**config.mk**
```make
export PLATFORM = sky130hd
export DESIGN_NAME = mpi_send_ctrl_flat
export DESIGN_NICKNAME = d
export VERILOG_FILES = /design/src/rtl/mpi_send_ctrl_if.sv /design/src/rtl/mpi_send_ctrl.sv /design/src/flat_wrapper.sv
export SDC_FILE = /design/constraint.sdc
export NUM_CORES = 1
export LEC_CHECK = 0
export BUFFER_PORTS_ARGS = -buffer_cell sky130_fd_sc_hd__buf_2
export CAP_MARGIN = 25
export CORE_UTILIZATION = 30
export CTS_BUF_LIST = sky130_fd_sc_hd__clkbuf_8
export DETAILED_ROUTE_END_ITERATION = 10
export HOLD_SLACK_MARGIN = 0.03
export RECOVER_POWER = 100
export SLEW_MARGIN = 25
export SYNTH_ARGS = -nofsm -noshare
export SYNTH_HDL_FRONTEND = slang
export SYNTH_SLANG_ARGS = --single-unit
```
**constraint.sdc**
```tcl
create_clock -name clk -period 8.4 [get_ports clk]
set_clock_uncertainty 0.15 [all_clocks]
set_input_delay 1.68 -clock clk [delete_from_list [all_inputs] [get_ports clk]]
set_output_delay 1.68 -clock clk [all_outputs]
set_load 0.05 [all_outputs]
```
**src/rtl/mpi_send_ctrl_if.sv**
```systemverilog
// rtl/mpi_send_ctrl_if.sv - signal bundle for mpi_send_ctrl: command, payload, outbound/inbound stream, response
interface mpi_send_ctrl_if;
   // Send command
   logic        cmd_valid;
   logic        cmd_ready;
   logic [15:0] cmd_dst_rank;
   logic [7:0]  cmd_src_rank;
   logic [15:0] cmd_size;
   logic [7:0]  cmd_tag;
   // User payload
   logic [63:0] pay_data;
   logic [7:0]  pay_keep;
   logic        pay_last;
   logic        pay_valid;
   logic        pay_ready;
   // MPI stream towards the network
   logic [63:0] stream_out_data;
   logic [7:0]  stream_out_keep;
   logic        stream_out_last;
   logic        stream_out_valid;
   logic        stream_out_ready;
   // Control packets from the network
   logic [63:0] stream_in_data;
   logic [7:0]  stream_in_keep;
   logic        stream_in_last;
   logic        stream_in_valid;
   logic        stream_in_ready;
   // Completion
   logic        resp_valid;
   logic        resp_error;

   modport slave (
      input  cmd_valid, cmd_dst_rank, cmd_src_rank, cmd_size, cmd_tag,
      output cmd_ready,
      input  pay_data, pay_keep, pay_last, pay_valid,
      output pay_ready,
      output stream_out_data, stream_out_keep, stream_out_last, stream_out_valid,
      input  stream_out_ready,
      input  stream_in_data, stream_in_keep, stream_in_last, stream_in_valid,
      output stream_in_ready,
      output resp_valid, resp_error
   );

   modport master (
      output cmd_valid, cmd_dst_rank, cmd_src_rank, cmd_size, cmd_tag,
      input  cmd_ready,
      output pay_data, pay_keep, pay_last, pay_valid,
      input  pay_ready,
      input  stream_out_data, stream_out_keep, stream_out_last, stream_out_valid,
      output stream_out_ready,
      output stream_in_data, stream_in_keep, stream_in_last, stream_in_valid,
      input  stream_in_ready,
      input  resp_valid, resp_error
   );
endinterface

```
**src/rtl/mpi_send_ctrl.sv**
```systemverilog
// rtl/mpi_send_ctrl.sv - MPI rendezvous send sequencer; optional wait timeout enabled by MPI_SEND_TIMEOUT_EN
module mpi_send_ctrl #(
   parameter int unsigned GAP_CYCLES     = 10,
   parameter int unsigned TIMEOUT_CYCLES = 65535
) (
   input  logic           clk,
   input  logic           rst,
   mpi_send_ctrl_if.slave bus
);

   typedef enum logic [3:0] {
      S_IDLE,
      S_ENV_HDR,
      S_ENV_PAD,
      S_WAIT_CTS,
      S_GAP,
      S_DATA_HDR,
      S_DATA_PAY,
      S_WAIT_DONE,
      S_RESP
   } state_t;

   localparam logic [7:0] TYPE_SYNC_ENV = 8'd0;
   localparam logic [7:0] TYPE_CLR2SND  = 8'd1;
   localparam logic [7:0] TYPE_DATA     = 8'd2;
   localparam logic [7:0] TYPE_DONE     = 8'd5;

   state_t      r_state;
   state_t      w_state_nxt;

   logic [15:0] r_dst;
   logic [7:0]  r_src;
   logic [15:0] r_size;
   logic [7:0]  r_tag;

   logic [63:0] r_out_data;
   logic [7:0]  r_out_keep;
   logic        r_out_last;
   logic        r_out_valid;

   logic        r_sof;
   logic [31:0] r_gap_cnt;
   logic        r_resp_err;

   logic        w_out_free;
   logic        w_load;
   logic [63:0] w_load_data;
   logic [7:0]  w_load_keep;
   logic        w_load_last;
   logic        w_pay_ready;
   logic        w_err_nxt;
   logic        w_first_beat;
   logic        w_cts_match;
   logic        w_done_match;
   logic        w_gap_done;
   logic        w_zero_len;
   logic        w_timeout;
   logic        w_unused_in;

   function automatic logic [63:0] f_hdr(input logic [7:0] typ, input logic [7:0] tag,
                                         input logic [15:0] size, input logic [7:0] src,
                                         input logic [15:0] dst);
      return {8'd1, tag, size, typ, src, dst};
   endfunction

   // The output register may take a new beat once the current one is gone
   assign w_out_free   = !r_out_valid || bus.stream_out_ready;
   assign w_zero_len   = (r_size == 16'd0);
   assign w_gap_done   = ((r_gap_cnt + 32'd1) >= GAP_CYCLES);

   // Only the first beat of an inbound packet carries a header worth matching
   assign w_first_beat = bus.stream_in_valid && r_sof;
   assign w_cts_match  = w_first_beat
                         && (bus.stream_in_data[31:24] == TYPE_CLR2SND)
                         && (bus.stream_in_data[23:16] == r_dst[7:0])
                         && (bus.stream_in_data[7:0]   == r_src);
   assign w_done_match = w_first_beat
                         && (bus.stream_in_data[31:24] == TYPE_DONE)
                         && (bus.stream_in_data[23:16] == r_dst[7:0])
                         && (bus.stream_in_data[15:0]  == {8'd0, r_src});

   // Upper header bits and keep of inbound packets carry nothing we check
   assign w_unused_in  = ^{bus.stream_in_data[63:32], bus.stream_in_keep};

`ifdef MPI_SEND_TIMEOUT_EN
   logic [15:0] r_to_cnt;

   assign w_timeout = (r_to_cnt == 16'(TIMEOUT_CYCLES));

   // Wait watchdog: restarts whenever the FSM is outside WAIT_CTS/WAIT_DONE
   always_ff @(posedge clk) begin
      if (rst || !((r_state == S_WAIT_CTS) || (r_state == S_WAIT_DONE))) begin
         r_to_cnt <= 16'd0;
      end else begin
         r_to_cnt <= r_to_cnt + 16'd1;
      end
   end
`else
   logic w_unused_cfg;

   assign w_timeout    = 1'b0;
   assign w_unused_cfg = (TIMEOUT_CYCLES == 32'd0);
`endif

   // Next state, beat to load into the output register and payload ready
   always_comb begin
      w_state_nxt = r_state;
      w_load      = 1'b0;
      w_load_data = 64'd0;
      w_load_keep = 8'd0;
      w_load_last = 1'b0;
      w_pay_ready = 1'b0;
      w_err_nxt   = 1'b0;
      case (r_state)
         S_IDLE: begin
            if (bus.cmd_valid) begin
               w_state_nxt = S_ENV_HDR;
            end
         end
         S_ENV_HDR: begin
            if (w_out_free) begin
               w_load      = 1'b1;
               w_load_data = f_hdr(TYPE_SYNC_ENV, r_tag, r_size, r_src, r_dst);
               w_load_keep = 8'hff;
               w_state_nxt = S_ENV_PAD;
            end
         end
         S_ENV_PAD: begin
            if (w_out_free) begin
               w_load      = 1'b1;
               w_load_keep = 8'hff;
               w_load_last = 1'b1;
               w_state_nxt = S_WAIT_CTS;
            end
         end
         S_WAIT_CTS: begin
            // A match in the expiry cycle wins over the timeout
            if (w_cts_match) begin
               w_state_nxt = S_GAP;
            end else if (w_timeout) begin
               w_state_nxt = S_RESP;
               w_err_nxt   = 1'b1;
            end
         end
         S_GAP: begin
            if (w_gap_done) begin
               w_state_nxt = S_DATA_HDR;
            end
         end
         S_DATA_HDR: begin
            if (w_out_free) begin
               w_load      = 1'b1;
               w_load_data = f_hdr(TYPE_DATA, r_tag, r_size, r_src, r_dst);
               w_load_keep = 8'hff;
               w_state_nxt = S_DATA_PAY;
            end
         end
         S_DATA_PAY: begin
            if (w_zero_len) begin
               // Empty message still needs one closing beat; payload is untouched
               if (w_out_free) begin
                  w_load      = 1'b1;
                  w_load_keep = 8'hff;
                  w_load_last = 1'b1;
                  w_state_nxt = S_WAIT_DONE;
               end
            end else begin
               w_pay_ready = w_out_free;
               if (w_out_free && bus.pay_valid) begin
                  w_load      = 1'b1;
                  w_load_data = bus.pay_data;
                  w_load_keep = bus.pay_keep;
                  w_load_last = bus.pay_last;
                  if (bus.pay_last) begin
                     w_state_nxt = S_WAIT_DONE;
                  end
               end
            end
         end
         S_WAIT_DONE: begin
            if (w_done_match) begin
               w_state_nxt = S_RESP;
            end else if (w_timeout) begin
               w_state_nxt = S_RESP;
               w_err_nxt   = 1'b1;
            end
         end
         S_RESP: begin
            w_state_nxt = S_IDLE;
         end
         default: begin
            w_state_nxt = S_IDLE;
         end
      endcase
   end

   // FSM state register
   always_ff @(posedge clk) begin
      if (rst) begin
         r_state <= S_IDLE;
      end else begin
         r_state <= w_state_nxt;
      end
   end

   // Command latch, gap counter and completion status
   always_ff @(posedge clk) begin
      if (rst) begin
         r_dst      <= 16'd0;
         r_src      <= 8'd0;
         r_size     <= 16'd0;
         r_tag      <= 8'd0;
         r_gap_cnt  <= 32'd0;
         r_resp_err <= 1'b0;
      end else begin
         if ((r_state == S_IDLE) && bus.cmd_valid) begin
            r_dst  <= bus.cmd_dst_rank;
            r_src  <= bus.cmd_src_rank;
            r_size <= bus.cmd_size;
            r_tag  <= bus.cmd_tag;
         end
         if (r_state == S_GAP) begin
            r_gap_cnt <= r_gap_cnt + 32'd1;
         end else begin
            r_gap_cnt <= 32'd0;
         end
         r_resp_err <= w_err_nxt;
      end
   end

   // Registered outbound beat, held until the consumer takes it
   always_ff @(posedge clk) begin
      if (rst) begin
         r_out_valid <= 1'b0;
         r_out_data  <= 64'd0;
         r_out_keep  <= 8'd0;
         r_out_last  <= 1'b0;
      end else if (w_out_free) begin
         r_out_valid <= w_load;
         if (w_load) begin
            r_out_data <= w_load_data;
            r_out_keep <= w_load_keep;
            r_out_last <= w_load_last;
         end
      end
   end

   // Inbound start-of-frame tracker
   always_ff @(posedge clk) begin
      if (rst) begin
         r_sof <= 1'b1;
      end else if (bus.stream_in_valid) begin
         r_sof <= bus.stream_in_last;
      end
   end

   assign bus.cmd_ready        = (r_state == S_IDLE);
   assign bus.pay_ready        = w_pay_ready;
   assign bus.stream_out_data  = r_out_data;
   assign bus.stream_out_keep  = r_out_keep;
   assign bus.stream_out_last  = r_out_last;
   assign bus.stream_out_valid = r_out_valid;
   assign bus.stream_in_ready  = 1'b1;
   assign bus.resp_valid       = (r_state == S_RESP);
   assign bus.resp_error       = r_resp_err;

endmodule
```
**src/flat_wrapper.sv**
```systemverilog
// flat-port wrapper written by rule: the top's interface ports become plain ports
module mpi_send_ctrl_flat 
#(
   parameter int unsigned GAP_CYCLES     = 10,
   parameter int unsigned TIMEOUT_CYCLES = 65535
)
  (clk, rst, bus_cmd_valid, bus_cmd_dst_rank, bus_cmd_src_rank, bus_cmd_size, bus_cmd_tag, bus_cmd_ready, bus_pay_data, bus_pay_keep, bus_pay_last, bus_pay_valid, bus_pay_ready, bus_stream_out_data, bus_stream_out_keep, bus_stream_out_last, bus_stream_out_valid, bus_stream_out_ready, bus_stream_in_data, bus_stream_in_keep, bus_stream_in_last, bus_stream_in_valid, bus_stream_in_ready, bus_resp_valid, bus_resp_error);
  mpi_send_ctrl_if bus_i ();
  input  logic clk;
  input  logic rst;
  input wire logic [$bits(bus_i.cmd_valid)-1:0] bus_cmd_valid;
  input wire logic [$bits(bus_i.cmd_dst_rank)-1:0] bus_cmd_dst_rank;
  input wire logic [$bits(bus_i.cmd_src_rank)-1:0] bus_cmd_src_rank;
  input wire logic [$bits(bus_i.cmd_size)-1:0] bus_cmd_size;
  input wire logic [$bits(bus_i.cmd_tag)-1:0] bus_cmd_tag;
  output wire logic [$bits(bus_i.cmd_ready)-1:0] bus_cmd_ready;
  input wire logic [$bits(bus_i.pay_data)-1:0] bus_pay_data;
  input wire logic [$bits(bus_i.pay_keep)-1:0] bus_pay_keep;
  input wire logic [$bits(bus_i.pay_last)-1:0] bus_pay_last;
  input wire logic [$bits(bus_i.pay_valid)-1:0] bus_pay_valid;
  output wire logic [$bits(bus_i.pay_ready)-1:0] bus_pay_ready;
  output wire logic [$bits(bus_i.stream_out_data)-1:0] bus_stream_out_data;
  output wire logic [$bits(bus_i.stream_out_keep)-1:0] bus_stream_out_keep;
  output wire logic [$bits(bus_i.stream_out_last)-1:0] bus_stream_out_last;
  output wire logic [$bits(bus_i.stream_out_valid)-1:0] bus_stream_out_valid;
  input wire logic [$bits(bus_i.stream_out_ready)-1:0] bus_stream_out_ready;
  input wire logic [$bits(bus_i.stream_in_data)-1:0] bus_stream_in_data;
  input wire logic [$bits(bus_i.stream_in_keep)-1:0] bus_stream_in_keep;
  input wire logic [$bits(bus_i.stream_in_last)-1:0] bus_stream_in_last;
  input wire logic [$bits(bus_i.stream_in_valid)-1:0] bus_stream_in_valid;
  output wire logic [$bits(bus_i.stream_in_ready)-1:0] bus_stream_in_ready;
  output wire logic [$bits(bus_i.resp_valid)-1:0] bus_resp_valid;
  output wire logic [$bits(bus_i.resp_error)-1:0] bus_resp_error;
  assign bus_i.cmd_valid = bus_cmd_valid;
  assign bus_i.cmd_dst_rank = bus_cmd_dst_rank;
  assign bus_i.cmd_src_rank = bus_cmd_src_rank;
  assign bus_i.cmd_size = bus_cmd_size;
  assign bus_i.cmd_tag = bus_cmd_tag;
  assign bus_cmd_ready = bus_i.cmd_ready;
  assign bus_i.pay_data = bus_pay_data;
  assign bus_i.pay_keep = bus_pay_keep;
  assign bus_i.pay_last = bus_pay_last;
  assign bus_i.pay_valid = bus_pay_valid;
  assign bus_pay_ready = bus_i.pay_ready;
  assign bus_stream_out_data = bus_i.stream_out_data;
  assign bus_stream_out_keep = bus_i.stream_out_keep;
  assign bus_stream_out_last = bus_i.stream_out_last;
  assign bus_stream_out_valid = bus_i.stream_out_valid;
  assign bus_i.stream_out_ready = bus_stream_out_ready;
  assign bus_i.stream_in_data = bus_stream_in_data;
  assign bus_i.stream_in_keep = bus_stream_in_keep;
  assign bus_i.stream_in_last = bus_stream_in_last;
  assign bus_i.stream_in_valid = bus_stream_in_valid;
  assign bus_stream_in_ready = bus_i.stream_in_ready;
  assign bus_resp_valid = bus_i.resp_valid;
  assign bus_resp_error = bus_i.resp_error;
  mpi_send_ctrl #(.GAP_CYCLES(GAP_CYCLES), .TIMEOUT_CYCLES(TIMEOUT_CYCLES)) u_core (.clk(clk), .rst(rst), .bus(bus_i));
endmodule
```
==> flow_metrics.env <==
export IMPL_outcome="finished, violations left"
export IMPL_violations="capacitance limit, slew limit"
export IMPL_via_per_inst=5.02
export IMPL_min_from="u_core.r_dst[14]"
export IMPL_cts_tree="built"
export IMPL_max_freq_mhz=194
export IMPL_cts_sinks=159
export IMPL_synth_seq_area_share=0.461
export IMPL_die_width_um=154
export IMPL_synth_area_mm2=0.00690
export IMPL_route_met3_wl_mm=1.59
export IMPL_synth_top_area_frac=0.461
export IMPL_finalMaxSlewViolations=66
export IMPL_drtAntennaViolNets=0
export IMPL_netlist_instances=843
export IMPL_place_hpwl_mm=15.3
export IMPL_grt_pass1_vias=6527
export IMPL_highest_layer="met5"
export IMPL_grt_overflow=0
export IMPL_wirelength_mm=21.4
export IMPL_n_fill_cell=2393
export IMPL_fin_crit_sh=0.615
export IMPL_numCtsBuffers=17
export IMPL_synth_edf_count=0
export IMPL_rows=55
export IMPL_final_min_clock_period_ns=5.17
export IMPL_antenna_found_initial=3
export IMPL_finalSetupViolCount=0
export IMPL_postCtsSetupRepairBufs=0
export IMPL_critPathKind="primary input to flip-flop"
export IMPL_ys_types=54
export IMPL_vias=6704
export IMPL_p_per_area_mw_per_mm2=369
export IMPL_area_growth_pct=23.5
export IMPL_numPortBuffers=236
export IMPL_coreArea_mm2=0.0226
export IMPL_drc=0
export IMPL_dieArea_mm2=0.0236
export IMPL_hold_violations=0
export IMPL_stdcell_count=1335
export IMPL_worst_hold_path_type="flip-flop to flip-flop"
export IMPL_die_h_um=154
export IMPL_leakage_nw=3.21
export IMPL_grtUsageTotal=0.183
export IMPL_yosys_top_cells_count="dfxtp_1 (159), nand2_1 (123), nor2_1 (123), nor3_1 (73), a21oi_1 (55)"
export IMPL_fin_nets=1239
export IMPL_hold_slack_ns=0.308
export IMPL_path_max_fanout=65
export IMPL_grt_max_degree=66
export IMPL_startpoint_type="primary input"
export IMPL_maxCapViolCount=1
export IMPL_whs_path_depth=2
export IMPL_place_area_mm2=0.00822
export IMPL_tightest_slew_ns=3.09
export IMPL_htree_levels=4
export IMPL_place_congestion=0.816
export IMPL_yosys_area_top_type="dfxtp_1"
export IMPL_whs_endpoint="u_core.r_dst[14]"
export IMPL_grt_pass1_wl_mm=34.3
export IMPL_cts_max_path_buffers=2
export IMPL_fin_area_mm2=0.00852
export IMPL_yosys_warnings=0
export IMPL_yosysMostFrequentCell="dfxtp_1"
export IMPL_irDropWorstVdd_mv=0.177
export IMPL_met2_length_mm=10.1
export IMPL_worstRegToRegCells=8
export IMPL_ios=279
export IMPL_ctsHoldBuffers=0
export IMPL_dr_pass1_iters=4
export IMPL_wl_met1_mm=9.27
export IMPL_critical_path_required_ns=8.54
export IMPL_synth_area_leaders="dfxtp_1 (46%), nand2_1 (6.7%), nor2_1 (6.7%)"
export IMPL_synthArstFlopShare=0
export IMPL_crit_path_end_kind="flip-flop"
export IMPL_cts_resized=0
export IMPL_fin_tns_setup_ns=0
export IMPL_synthFlopType="dfxtp_1"
export IMPL_cts_root_buf="clkbuf_8"
export IMPL_r2r_end="u_core.bus.stream_out_keep[0]"
export IMPL_rsz0062_at_grt="false"
export IMPL_wl_per_cell_um=16.0
export IMPL_dpl_cell_count=1303
export IMPL_synth_nets=1045
export IMPL_first_iter_violations=319
export IMPL_drive_gt1_frac=0.199
export IMPL_reg2reg_slack_ns=5.13
export IMPL_regToRegStartpoint="u_core.r_size[0]"
export IMPL_ys_ff_latch=159
export IMPL_cp_arrival_ns=5.31
export IMPL_initial_utilization=0.306
export IMPL_path_clk_slew_ns=0.08
export IMPL_p_total_w=0.00314
export IMPL_max_slew_margin_rel=-1.06
export IMPL_synth_area_per_cell_um2=8.19
export IMPL_insertion_delay_ns=0.45
[stage by stage]
step | util | worst slack (ns)
6_report | 0.378 | 3.23
3_5_place_dp | 0.364 | 3.96
3_3_place_gp | 0.364 | 3.97
2_1_floorplan | - | 4.12
5_1_grt | 0.378 | 2.88
4_1_cts | 0.382 | 3.95
[per-layer routing]
metal,up-vias,track usage
li1,3348,-
met2,201,0.296
met1,3121,0.229
met4,4,0.0643
met3,30,0.0569
met5,-,0
[worst max-delay path, cell delays in order]
cell and delay, ns:
clkbuf_1 2.13, nand3b_1 0.55, clkbuf_1 0.80, nor2_1 0.11
[power by group]
part / leakage [nW] / switching, W / internal (W)
clock network: 0.210 / 0.000283 / 0.000305
logic: 1.70 / 0.00112 / 0.000350
registers: 1.30 / 0.000130 / 0.000957
[sequential cells by signal, indices dropped and copies added (netlist names)]
register	flops
u_core.r_tag	8
u_core.r_gap_cnt	32
u_core.bus.stream_out_last	1
u_core.r_state	4
u_core.bus.stream_out_keep	8
u_core.bus.stream_out_data	64
u_core.bus.stream_out_valid	1
u_core.r_dst	16
u_core.r_src	8
u_core.r_sof	1
u_core.r_size	16
[how the worst max path moves through the flow]
| stage | from | to | cells after the start |
|---|---|---|---|
| after global placement | bus_stream_out_ready | bus_pay_ready | 5 |
| after global routing | rst | u_core.r_gap_cnt[18] | 4 |
| after CTS | bus_stream_out_ready | bus_pay_ready | 5 |
| after detailed placement | bus_stream_out_ready | bus_pay_ready | 5 |
| after floorplan | bus_stream_out_ready | bus_pay_ready | 3 |
| final | rst | u_core.r_gap_cnt[18] | 4 |
[kinds of logic (layout without fill, tap and decap cells)]
logic type / count (synthesis) / in the layout / share of synthesized area
AO/OA/AOI/OAI: 151 / 151 / 0.153
AND/OR/NAND/NOR: 401 / 401 / 0.267
other: 2 / 3 / 0.00109
buffers and inverters: 75 / 281 / 0.0462
flip-flops: 159 / 159 / 0.461
multiplexers: 2 / 2 / 0.00308
adder cells (fa/ha/maj): 2 / 2 / 0.00362
XOR/XNOR: 51 / 51 / 0.0647
[placed cells by master, fill, tap and decap left out, types with 4 or more instances in the layout]
master      n
xor2_1     18
nand2_1   121
and4_1      4
buf_2     158
a221oi_1   49
buf_4       5
nand3_1    16
nand4_1    14
dfxtp_1   159
clkbuf_1   79
inv_1      10
a22oi_1    14
nor3_1     73
o21ai_0     8
nor4_1     14
a211oi_1    5
or2_2       5
a21oi_1    56
nor2_1    122
nor2b_1     5
xnor2_1    33
clkbuf_8   19
[final cells by class]
cell class | instances | area (um2) | share of cell area
Inverter | 8 | 30.0 | 0.00352
Timing Repair Buffer | 242 | 1120 | 0.132
Sequential cell | 159 | 3180 | 0.373
Antenna cell | 1 | 2.50 | 0.000294
Clock inverter | 12 | 145 | 0.0170
Clock buffer | 19 | 262 | 0.0307
Multi-Input combinational cell | 609 | 3420 | 0.401
Tap cell | 285 | 357 | 0.0418
No activity file was read; power rests on OpenSTA's default activity.
